$ cat src/rtl/pipeline_ctrl_pkg.sv
// Shared types and opcode constants for the pipeline hazard controller.
// Used by pipeline_hazard_controller and forwarding_unit.
package pipeline_ctrl_pkg;

  localparam logic [5:0] BEQ = 6'b000100;
  localparam logic [5:0] BNE = 6'b000101;
  localparam logic [5:0] J   = 6'b000010;

  typedef enum logic [1:0] {
    FWD_RF  = 2'b00,
    FWD_WB  = 2'b01,
    FWD_MEM = 2'b10
  } fwd_sel_t;

  typedef enum logic [1:0] {
    PC_PLUS4  = 2'b00,
    PC_BRANCH = 2'b01,
    PC_JUMP   = 2'b10
  } pc_src_t;

  typedef enum logic [1:0] {
    RUN     = 2'b00,
    MEMWAIT = 2'b01,
    ABORT   = 2'b10
  } mem_state_t;

  // A writing stage hits a source register; $0 never matches.
  function automatic logic reg_hit(input logic       we,
                                   input logic [4:0] dst,
                                   input logic [4:0] src);
    return we && (dst != 5'd0) && (dst == src);
  endfunction

endpackage

$ cat src/rtl/pipeline_hazard_controller_fwd.sv
// EX-stage operand forwarding select (module forwarding_unit), purely combinational.
// MEM-stage results take precedence over WB-stage results.
module forwarding_unit
  import pipeline_ctrl_pkg::*;
(
  input  logic [4:0] EXRs,
  input  logic [4:0] EXRt,
  input  logic [4:0] MEMWriteReg,
  input  logic [4:0] WBWriteReg,
  input  logic       MEMRegWrite,
  input  logic       WBRegWrite,
  output fwd_sel_t   forwardA,
  output fwd_sel_t   forwardB
);

  always_comb begin
    forwardA = FWD_RF;
    if (reg_hit(MEMRegWrite, MEMWriteReg, EXRs))
      forwardA = FWD_MEM;
    else if (reg_hit(WBRegWrite, WBWriteReg, EXRs))
      forwardA = FWD_WB;
  end

  always_comb begin
    forwardB = FWD_RF;
    if (reg_hit(MEMRegWrite, MEMWriteReg, EXRt))
      forwardB = FWD_MEM;
    else if (reg_hit(WBRegWrite, WBWriteReg, EXRt))
      forwardB = FWD_WB;
  end

endmodule

$ cat src/rtl/pipeline_hazard_controller.sv
// Hazard, forwarding, PC steering and data-memory wait control for the 5-stage MIPS pipe.
// Optional performance counters are built when PERF_COUNTERS_EN is defined.
//
// state   | meaning
// --------+-----------------------------------------------------------
// RUN     | normal flow; a pending MEM access without ready freezes
// MEMWAIT | waiting on data memory, pipeline frozen until ready/timeout
// ABORT   | timed out; one unfrozen cycle lets the access retire
module pipeline_hazard_controller
  import pipeline_ctrl_pkg::*;
#(
  parameter int MEM_TIMEOUT = 16,
  parameter int CNT_W       = 32
)(
  input  logic             clk,
  input  logic             rst,
  input  logic [31:0]      inst,
  input  logic             equal,
  input  logic [4:0]       Rs,
  input  logic [4:0]       Rt,
  input  logic [4:0]       EXRs,
  input  logic [4:0]       EXRt,
  input  logic [4:0]       EXWriteReg,
  input  logic [4:0]       MEMWriteReg,
  input  logic [4:0]       WBWriteReg,
  input  logic             EXMemRead,
  input  logic             EXRegWrite,
  input  logic             MEMRegWrite,
  input  logic             WBRegWrite,
  input  logic             MEMMemAccess,
  input  logic             dmemReady,
  output logic             PCWrite,
  output logic             IFIDWrite,
  output logic             IFflush,
  output logic             bubble,
  output logic             freeze,
  output logic [1:0]       forwardA,
  output logic [1:0]       forwardB,
  output logic [1:0]       PCSrc,
  output logic             memErr
`ifdef PERF_COUNTERS_EN
  ,
  output logic [CNT_W-1:0] cycleCount,
  output logic [CNT_W-1:0] stallCount,
  output logic [CNT_W-1:0] flushCount
`endif
);

  // Down-counter of remaining freeze cycles after the first; terminal count at zero.
  localparam int              WCW       = $clog2(MEM_TIMEOUT);
  localparam logic [WCW-1:0]  WAIT_LOAD = WCW'(MEM_TIMEOUT - 2);

  mem_state_t     state, state_nxt;
  logic [WCW-1:0] wait_cnt;
  logic           wait_tc;
  logic           mem_start;
  logic           freeze_raw;
  logic           load_use;
  logic           br_stall;
  logic           stall;
  logic [5:0]     opcode;
  logic           is_branch;
  logic           br_taken;
  fwd_sel_t       fwd_a, fwd_b;
  pc_src_t        pc_src;
  logic           unused_inst;

  assign opcode      = inst[31:26];
  assign unused_inst = ^inst[25:0];
  assign wait_tc     = (wait_cnt == '0);

  forwarding_unit u_fwd (
    .EXRs        (EXRs),
    .EXRt        (EXRt),
    .MEMWriteReg (MEMWriteReg),
    .WBWriteReg  (WBWriteReg),
    .MEMRegWrite (MEMRegWrite),
    .WBRegWrite  (WBRegWrite),
    .forwardA    (fwd_a),
    .forwardB    (fwd_b)
  );

  always_ff @(posedge clk or posedge rst) begin
    if (rst) state <= RUN;
    else     state <= state_nxt;
  end

  always_comb begin
    state_nxt = state;
    case (state)
      RUN:     if (mem_start) state_nxt = MEMWAIT;
      MEMWAIT: if (dmemReady) state_nxt = RUN;
               else if (wait_tc) state_nxt = ABORT;
      ABORT:   state_nxt = RUN;
      default: state_nxt = RUN;
    endcase
  end

  always_comb begin
    mem_start  = (state == RUN) && MEMMemAccess && !dmemReady;
    freeze_raw = mem_start || ((state == MEMWAIT) && !dmemReady);
  end

  always_ff @(posedge clk or posedge rst) begin
    if (rst) begin
      wait_cnt <= '0;
    end else if (state == RUN) begin
      wait_cnt <= mem_start ? WAIT_LOAD : '0;
    end else if ((state == MEMWAIT) && !dmemReady && !wait_tc) begin
      wait_cnt <= wait_cnt - WCW'(1);
    end else if (state == ABORT) begin
      wait_cnt <= '0;
    end
  end

  always_ff @(posedge clk or posedge rst) begin
    if (rst)
      memErr <= 1'b0;
    else if ((state == MEMWAIT) && !dmemReady && wait_tc)
      memErr <= 1'b1;
  end

  always_comb begin
    load_use  = EXMemRead && (EXRt != 5'd0) && ((EXRt == Rs) || (EXRt == Rt));
    is_branch = (opcode == BEQ) || (opcode == BNE);
    br_stall  = is_branch &&
                (reg_hit(EXRegWrite,  EXWriteReg,  Rs) || reg_hit(EXRegWrite,  EXWriteReg,  Rt) ||
                 reg_hit(MEMRegWrite, MEMWriteReg, Rs) || reg_hit(MEMRegWrite, MEMWriteReg, Rt) ||
                 reg_hit(WBRegWrite,  WBWriteReg,  Rs) || reg_hit(WBRegWrite,  WBWriteReg,  Rt));
    stall     = load_use || br_stall;
    br_taken  = ((opcode == BEQ) && equal) || ((opcode == BNE) && !equal);
  end

  // Priority: reset > freeze > stall > steering.
  always_comb begin
    PCWrite   = 1'b1;
    IFIDWrite = 1'b1;
    IFflush   = 1'b0;
    bubble    = 1'b0;
    freeze    = 1'b0;
    pc_src    = PC_PLUS4;
    if (rst) begin
      PCWrite   = 1'b0;
      IFIDWrite = 1'b0;
    end else if (freeze_raw) begin
      freeze    = 1'b1;
      PCWrite   = 1'b0;
      IFIDWrite = 1'b0;
    end else if (stall) begin
      PCWrite   = 1'b0;
      IFIDWrite = 1'b0;
      bubble    = 1'b1;
    end else if (br_taken) begin
      pc_src  = PC_BRANCH;
      IFflush = 1'b1;
    end else if (opcode == J) begin
      pc_src  = PC_JUMP;
      IFflush = 1'b1;
    end
  end

  assign PCSrc    = pc_src;
  assign forwardA = rst ? FWD_RF : fwd_a;
  assign forwardB = rst ? FWD_RF : fwd_b;

`ifdef PERF_COUNTERS_EN
  always_ff @(posedge clk or posedge rst) begin
    if (rst) begin
      cycleCount <= '0;
      stallCount <= '0;
      flushCount <= '0;
    end else begin
      if (cycleCount != '1)
        cycleCount <= cycleCount + CNT_W'(1);
      if ((stall || freeze_raw) && (stallCount != '1))
        stallCount <= stallCount + CNT_W'(1);
      if (IFflush && (flushCount != '1))
        flushCount <= flushCount + CNT_W'(1);
    end
  end
`endif

endmodule

$ cat config.mk
export PLATFORM = sky130hd
export DESIGN_NAME = pipeline_hazard_controller
export DESIGN_NICKNAME = d
export VERILOG_FILES = /design/src/rtl/pipeline_ctrl_pkg.sv /design/src/rtl/pipeline_hazard_controller_fwd.sv /design/src/rtl/pipeline_hazard_controller.sv
export SDC_FILE = /design/constraint.sdc
export NUM_CORES = 1
export LEC_CHECK = 0
export CORE_MARGIN = 2
export CORE_UTILIZATION = 33
export DETAILED_ROUTE_END_ITERATION = 16
export PLACE_DENSITY = 0.78
export SLEW_MARGIN = 40
export SYNTH_ARGS = -nofsm -noshare
export SYNTH_HDL_FRONTEND = slang
export SYNTH_SLANG_ARGS = --single-unit
$ cat constraint.sdc
create_clock -name clk -period 2.73 [get_ports clk]
set_clock_uncertainty 0.1 [all_clocks]
set_input_delay 0.546 -clock clk [delete_from_list [all_inputs] [get_ports clk]]
set_output_delay 0.546 -clock clk [all_outputs]
set_load 0.01 [all_outputs]
# ---- Yosys cells after proc, flatten, opt, wreduce, memory -nomap -nowiden
# Cells that the tools add are included.
dict set report classes {
  n_eq_ne 19
  reduce_logical 44
  mux 32
  n_addsub 1
}
# operator count
set op_table {}
lappend op_table {{5-bit equality test} 12}
lappend op_table {{2-bit two-way mux} 12}
lappend op_table {{1-bit logical AND} 23}
lappend op_table {{5-bit nonzero test} 4}
lappend op_table {{4-bit two-way mux} 4}
lappend op_table {{1-bit two-way mux} 15}
lappend op_table {{6-bit by 3-bit equality test with 1-bit output, second input constant} 2}
lappend op_table {{1-bit logical OR} 10}
lappend op_table {{6-bit by 2-bit equality test with 1-bit output, second input constant} 1}
lappend op_table {{4-bit zero test} 1}
lappend op_table {{2-bit one-hot mux with 2 select lines} 1}
lappend op_table {{4-bit by 1-bit subtractor with 4-bit output, second input constant} 1}
lappend op_table {{1-bit zero test} 3}
lappend op_table {{3-bit inequality test, second input constant} 1}
lappend op_table {{3-bit nonzero test} 1}
lappend op_table {{2-bit by 1-bit equality test with 1-bit output, second input constant} 1}
lappend op_table {{2-bit equality test, second input constant} 1}
lappend op_table {{2-bit zero test} 1}
lappend op_table {{2-bit inequality test, second input constant} 1}
lappend op_table {{2-bit AND reduction} 1}
dict set report totals {
  input_bits 76
  ff_bits 7
  out_inout_bits 12
}

# ---- Longest topological paths before layout
dict set report logic_depth {
  depth_word 13
  ltp_mapped 7
  depth_no_buf 7
}

# ---- By module
# Synthesis repeated with hierarchy kept, for this count alone.
dict set report unflattened {
  hier_cells 171
  area_unflattened_um2 1287.5
}
# module cells_per_inst area_each_um2 seq_area_each_um2 instances
set by_module_without_submodules {}
lappend by_module_without_submodules {pipeline_hazard_controller 137 1029.7 175.2 1}
lappend by_module_without_submodules {forwarding_unit 34 257.7 0.0 1}

# ---- Least setup slack after synthesis
# OpenSTA, ideal clock, no wires.
dict set report synth_path {
  kind {input -> output}
  startpoint {input port WBWriteReg[2]}
  endpoint {output port PCWrite}
  path_slack_ns -0.053
  arrival_time_ns 2.137
  path_stages 6
  cell_sequence {buf_2 -> or4_1 -> o21a_1 -> a222oi_1 -> o21a_1 -> buf_4}
}
dict set report synth_via {
  elab_chain_len 10
  word_cells_on_any_way 13
  cone_classes {eq/ne: 2; mux: 3; reduce/logical: 8}
}
# element line
set synth_lines {}
lappend synth_lines {{start, declared} pipeline_hazard_controller.sv:25} ;# input logic [4:0] WBWriteReg,
lappend synth_lines {{5-bit nonzero test} pipeline_ctrl_pkg.sv:31} ;# return we && (dst != 5'd0) && (dst == src);
lappend synth_lines {{1-bit logical AND (2 in series)} pipeline_ctrl_pkg.sv:31}
lappend synth_lines {{1-bit logical OR} pipeline_hazard_controller.sv:128} ;# reg_hit(MEMRegWrite, MEMWriteReg, Rs) || reg_hit(MEMRegWrite, MEMWriteReg, Rt) ||
lappend synth_lines {{1-bit logical OR (*)} pipeline_hazard_controller.sv:129} ;# reg_hit(WBRegWrite, WBWriteReg, Rs) || reg_hit(WBRegWrite, WBWriteReg, Rt));
lappend synth_lines {{1-bit logical AND (*)} pipeline_hazard_controller.sv:126} ;# br_stall = is_branch &&
lappend synth_lines {{1-bit logical OR (*)} pipeline_hazard_controller.sv:130} ;# stall = load_use || br_stall;
lappend synth_lines {{1-bit two-way mux (*) (3 in series)} --}
lappend synth_lines {{end, declared} pipeline_hazard_controller.sv:32} ;# output logic PCWrite,
# Every way passes the cells marked *; elsewhere a longest branch is shown, timed or not.

# ---- Final worst setup path
dict set report layout_path {
  startpoint {input port WBWriteReg[1]}
  endpoint {output port IFflush}
}
dict set report layout_via {
  elab_chain_len 10
  word_cells_on_any_way 13
  cone_classes {eq/ne: 2; mux: 3; reduce/logical: 8}
}
# element line
set layout_lines {}
lappend layout_lines {{5-bit nonzero test} pipeline_ctrl_pkg.sv:31}
lappend layout_lines {{1-bit logical AND (2 in series)} pipeline_ctrl_pkg.sv:31}
lappend layout_lines {{1-bit logical OR} pipeline_hazard_controller.sv:128}
lappend layout_lines {{1-bit logical OR (*)} pipeline_hazard_controller.sv:129}
lappend layout_lines {{1-bit logical AND (*)} pipeline_hazard_controller.sv:126}
lappend layout_lines {{1-bit logical OR (*)} pipeline_hazard_controller.sv:130}
lappend layout_lines {{1-bit two-way mux (*)} pipeline_hazard_controller.sv:149} ;# end else if (stall) begin
lappend layout_lines {{1-bit two-way mux (*)} pipeline_hazard_controller.sv:145} ;# end else if (freeze_raw) begin
lappend layout_lines {{1-bit two-way mux (*)} pipeline_hazard_controller.sv:142} ;# if (rst) begin
lappend layout_lines {{end, declared} pipeline_hazard_controller.sv:34} ;# output logic IFflush,
# Marked as above.

==> metrics.csv <==
metric,value,unit
status,"finished, violations left",
failing_checks,negative setup slack,
grt_setup_unrepaired,yes,
route.detailed.drc,0,
slew_violations,0,
layout_common_cells,"52 x sky130_fd_sc_hd__xnor2_1, 35 x sky130_fd_sc_hd__buf_4, 21 x sky130_fd_sc_hd__clkdlybuf4s50_1",
cpMaxStageDelayCell,sky130_fd_sc_hd__or4_4,
power.clock.fraction,0.232,
detail_route.iter0.violations,60,
cts_num_sinks,7,
period_minus_slack,2.87,ns
critical_path_class,in -> out,
die_height,67.1,um
cts_root_buffer,sky130_fd_sc_hd__clkbuf_8,
yosys.cell_types.count,33,
intPower,413,uW
reg2reg_slack,1.00,ns
dp_worst_setup_slack,-0.865,ns
floorplan.initialDensity,0.351,
drt_first_pass_iters,6,
cts_h_tree_lvls,1,
drtAntennaViolNets,0,
clock.fmax,348,MHz
fp.dieW,67.1,um
multiInputGateArea,1060,um2
worst_slack,-0.141,ns
cts_tree,built,
placement_rows,22,
grt_pass1_vias,1428,
grt_util_all_layers,0.180,
dieArea,4510,um2
timing.critical_path.max_delay_family,compound AO/OA/AOI/OAI gates,
setup_viol,4,
power-per-cell-area,293,nW/um2
wl_per_cell,13.3,um
timing.slew.headroom,0.761,
num-nets-final,334,
place.gp.congestion,0.826,
critPathRequiredTime,2.08,ns
synth.yosys.warnings,0,
placeable_core_region,3740,um2
cp-end-kind,primary output,
layout_commonest_cell,sky130_fd_sc_hd__xnor2_1,
leakage,0.000877,uW
cts_made_buffers,3,
vias,1463,
final_layout_size_suffix_gt1_frac,0.266,
n_fill_cell,361,
synth_area,1320,um2
buffer_ports.inserted,61,
timing.max_cap.violations,0,
switching_share,0.340,
final-seq-area,175,um2
syn-instance-count,181,
avgViaCountPerCell,4.81,
max-vdd-ir-drop,0.000127,V
register_area_share_after_synthesis,0.133,
largest_net_degree_at_the_start_of_global_routing,8,
report.final.hold_viol_count,0,
global_route_wire_length_before_repair,6380,um
timing_worst_slew_pin_value,0.358,ns
holdCritPathClass,reg -> reg,
synth.ff_latch_count,7,
period_share,1.05,
grt.overflow.total,0,
cp.arrival,2.22,ns
crit_path_cell_trace,buf_6 > or4_4 > o21a_1 > a222oi_1 > buf_4 > o221a_1 > buf_2,
total_neg_setup_slack,-0.448,ns
worst_path_largest_cell_delay,0.53,ns
mappedNetlistNets,258,
whs,0.371,ns
reg_power_frac,0.210,
path_max_fanout,3,
clockBufferDepth,2,
finalWirelength,4050,um
antennaDiodeCount,0,
timing.critical_path.buf_inv,3,
dpl.hpwl,3340,um
comb_power_share,0.558,
avgSynthCellArea,7.27,um2
hold_buffers,0,
clk_transition_reported_paths,0.04,ns
clock_insertion_delay_worst_skew,0.23,ns
crit_path_start_kind,input port,
antenna_found_initial,0,
switching_power,213,uW
area_growth_syn_to_layout,62.4,%
num_io_pins,88,
-- what timing repair did --
item	CTS	global route
cloned	0	0
endpoints found under the hold margin	0	0
gates resized for setup	103	10
setup endpoints to repair	11	9
pin swaps	15	10
buffers inserted	0	1
-- routing by layer --
metal	routed length [um]	global-route usage	vias to the layer above
li1	-	-	747
met1	1760	0.215	665
met2	2090	0.345	45
met3	152	0.0101	6
met4	46	0.0434	0
met5	0	0	-
-- sequential cells by signal, indices dropped and copies added (netlist names) --
register / count
wait_cnt: 4
state: 2
memErr: 1
-- worst register-to-register path, cell delays in order, from the launching register on --
cell and delay (ns):
sky130_fd_sc_hd__dfrtp_1 0.37, sky130_fd_sc_hd__inv_1 0.10, sky130_fd_sc_hd__ha_1 0.19, sky130_fd_sc_hd__nor3b_1 0.34, sky130_fd_sc_hd__nand2b_1 0.23, sky130_fd_sc_hd__nor2_1 0.07, sky130_fd_sc_hd__a21oi_1 0.12, sky130_fd_sc_hd__o21ai_0 0.09
-- final timing paths --
check | to | depth (start not counted) | from
worst max-delay path | IFflush | 7 | WBWriteReg[1]
worst min-delay path | memErr | 1 | memErr
worst min register to register | memErr | 1 | memErr
worst max register to register | wait_cnt[1] | 7 | wait_cnt[0]
min in group asynchronous | state[0] | 3 | rst
max in group asynchronous | wait_cnt[3] | 3 | rst
-- power groups by stage --
| stage | combinational, uW | sequential, uW | clock, uW |
|---|---|---|---|
| floorplan | 198 | 132 | 0 |
| global placement | 347 | 132 | 0 |
| detailed placement | 355 | 132 | 0 |
| CTS | 346 | 131 | 146 |
| global route | 381 | 133 | 151 |
| finish | 350 | 131 | 145 |
-- layout make-up --
class | count | area share
clock buffer | 4 | 0.0211
inverter | 4 | 0.00703
multi-input combinational | 144 | 0.494
sequential | 7 | 0.0820
tap | 48 | 0.0281
timing repair buffer | 97 | 0.367
-- logic make-up after synthesis --
family,synth area share
AOI/OAI and AO/OA,0.121
adders and majority gates,0.00951
muxes,0.00761
buffers and inverters,0.0951
and+or+nand+nor,0.221
DFF,0.133
xor gates and xnor gates,0.413
-- Yosys cell counts --
cell type	n	share of area
sky130_fd_sc_hd__and2_1	1	0.0048
sky130_fd_sc_hd__clkbuf_1	21	0.060
sky130_fd_sc_hd__a21boi_0	1	0.0057
sky130_fd_sc_hd__or4_1	4	0.023
sky130_fd_sc_hd__inv_1	4	0.011
sky130_fd_sc_hd__buf_6	1	0.0086
sky130_fd_sc_hd__o22ai_1	4	0.019
sky130_fd_sc_hd__buf_1	2	0.0057
sky130_fd_sc_hd__mux2i_1	1	0.0076
sky130_fd_sc_hd__o21a_1	5	0.029
sky130_fd_sc_hd__a22oi_1	2	0.011
sky130_fd_sc_hd__xor2_1	10	0.067
sky130_fd_sc_hd__nand4_1	2	0.0095
sky130_fd_sc_hd__and3_1	1	0.0048
sky130_fd_sc_hd__o21ai_0	4	0.015
sky130_fd_sc_hd__buf_2	1	0.0038
sky130_fd_sc_hd__nand3_1	12	0.046
sky130_fd_sc_hd__nand2_1	12	0.034
sky130_fd_sc_hd__and3_2	1	0.0057
sky130_fd_sc_hd__nor4_1	2	0.0095
sky130_fd_sc_hd__buf_4	1	0.0057
sky130_fd_sc_hd__xnor2_1	52	0.35
sky130_fd_sc_hd__o221a_1	1	0.0086
sky130_fd_sc_hd__a211oi_1	1	0.0057
sky130_fd_sc_hd__nor2_1	6	0.017
sky130_fd_sc_hd__nor3_1	8	0.030
sky130_fd_sc_hd__or2_2	1	0.0048
sky130_fd_sc_hd__ha_1	1	0.0095
sky130_fd_sc_hd__nor3b_1	3	0.017
sky130_fd_sc_hd__dfrtp_1	7	0.13
sky130_fd_sc_hd__a222oi_1	1	0.0076
sky130_fd_sc_hd__a21oi_1	5	0.019
sky130_fd_sc_hd__nand2b_1	3	0.014
-- through the flow --
stage | std cells | cell area, um2 | total power [uW] | util
6_report | 304 | 2140 | 626 | 0.571
3_5_place_dp | 299 | 2140 | 487 | 0.571
2_1_floorplan | 181 | 1320 | 330 | -
5_1_grt | 304 | 2140 | 665 | 0.571
4_1_cts | 303 | 2120 | 624 | 0.568
3_3_place_gp | 299 | 2140 | 479 | 0.571
Power figures use the tool's default switching activity.
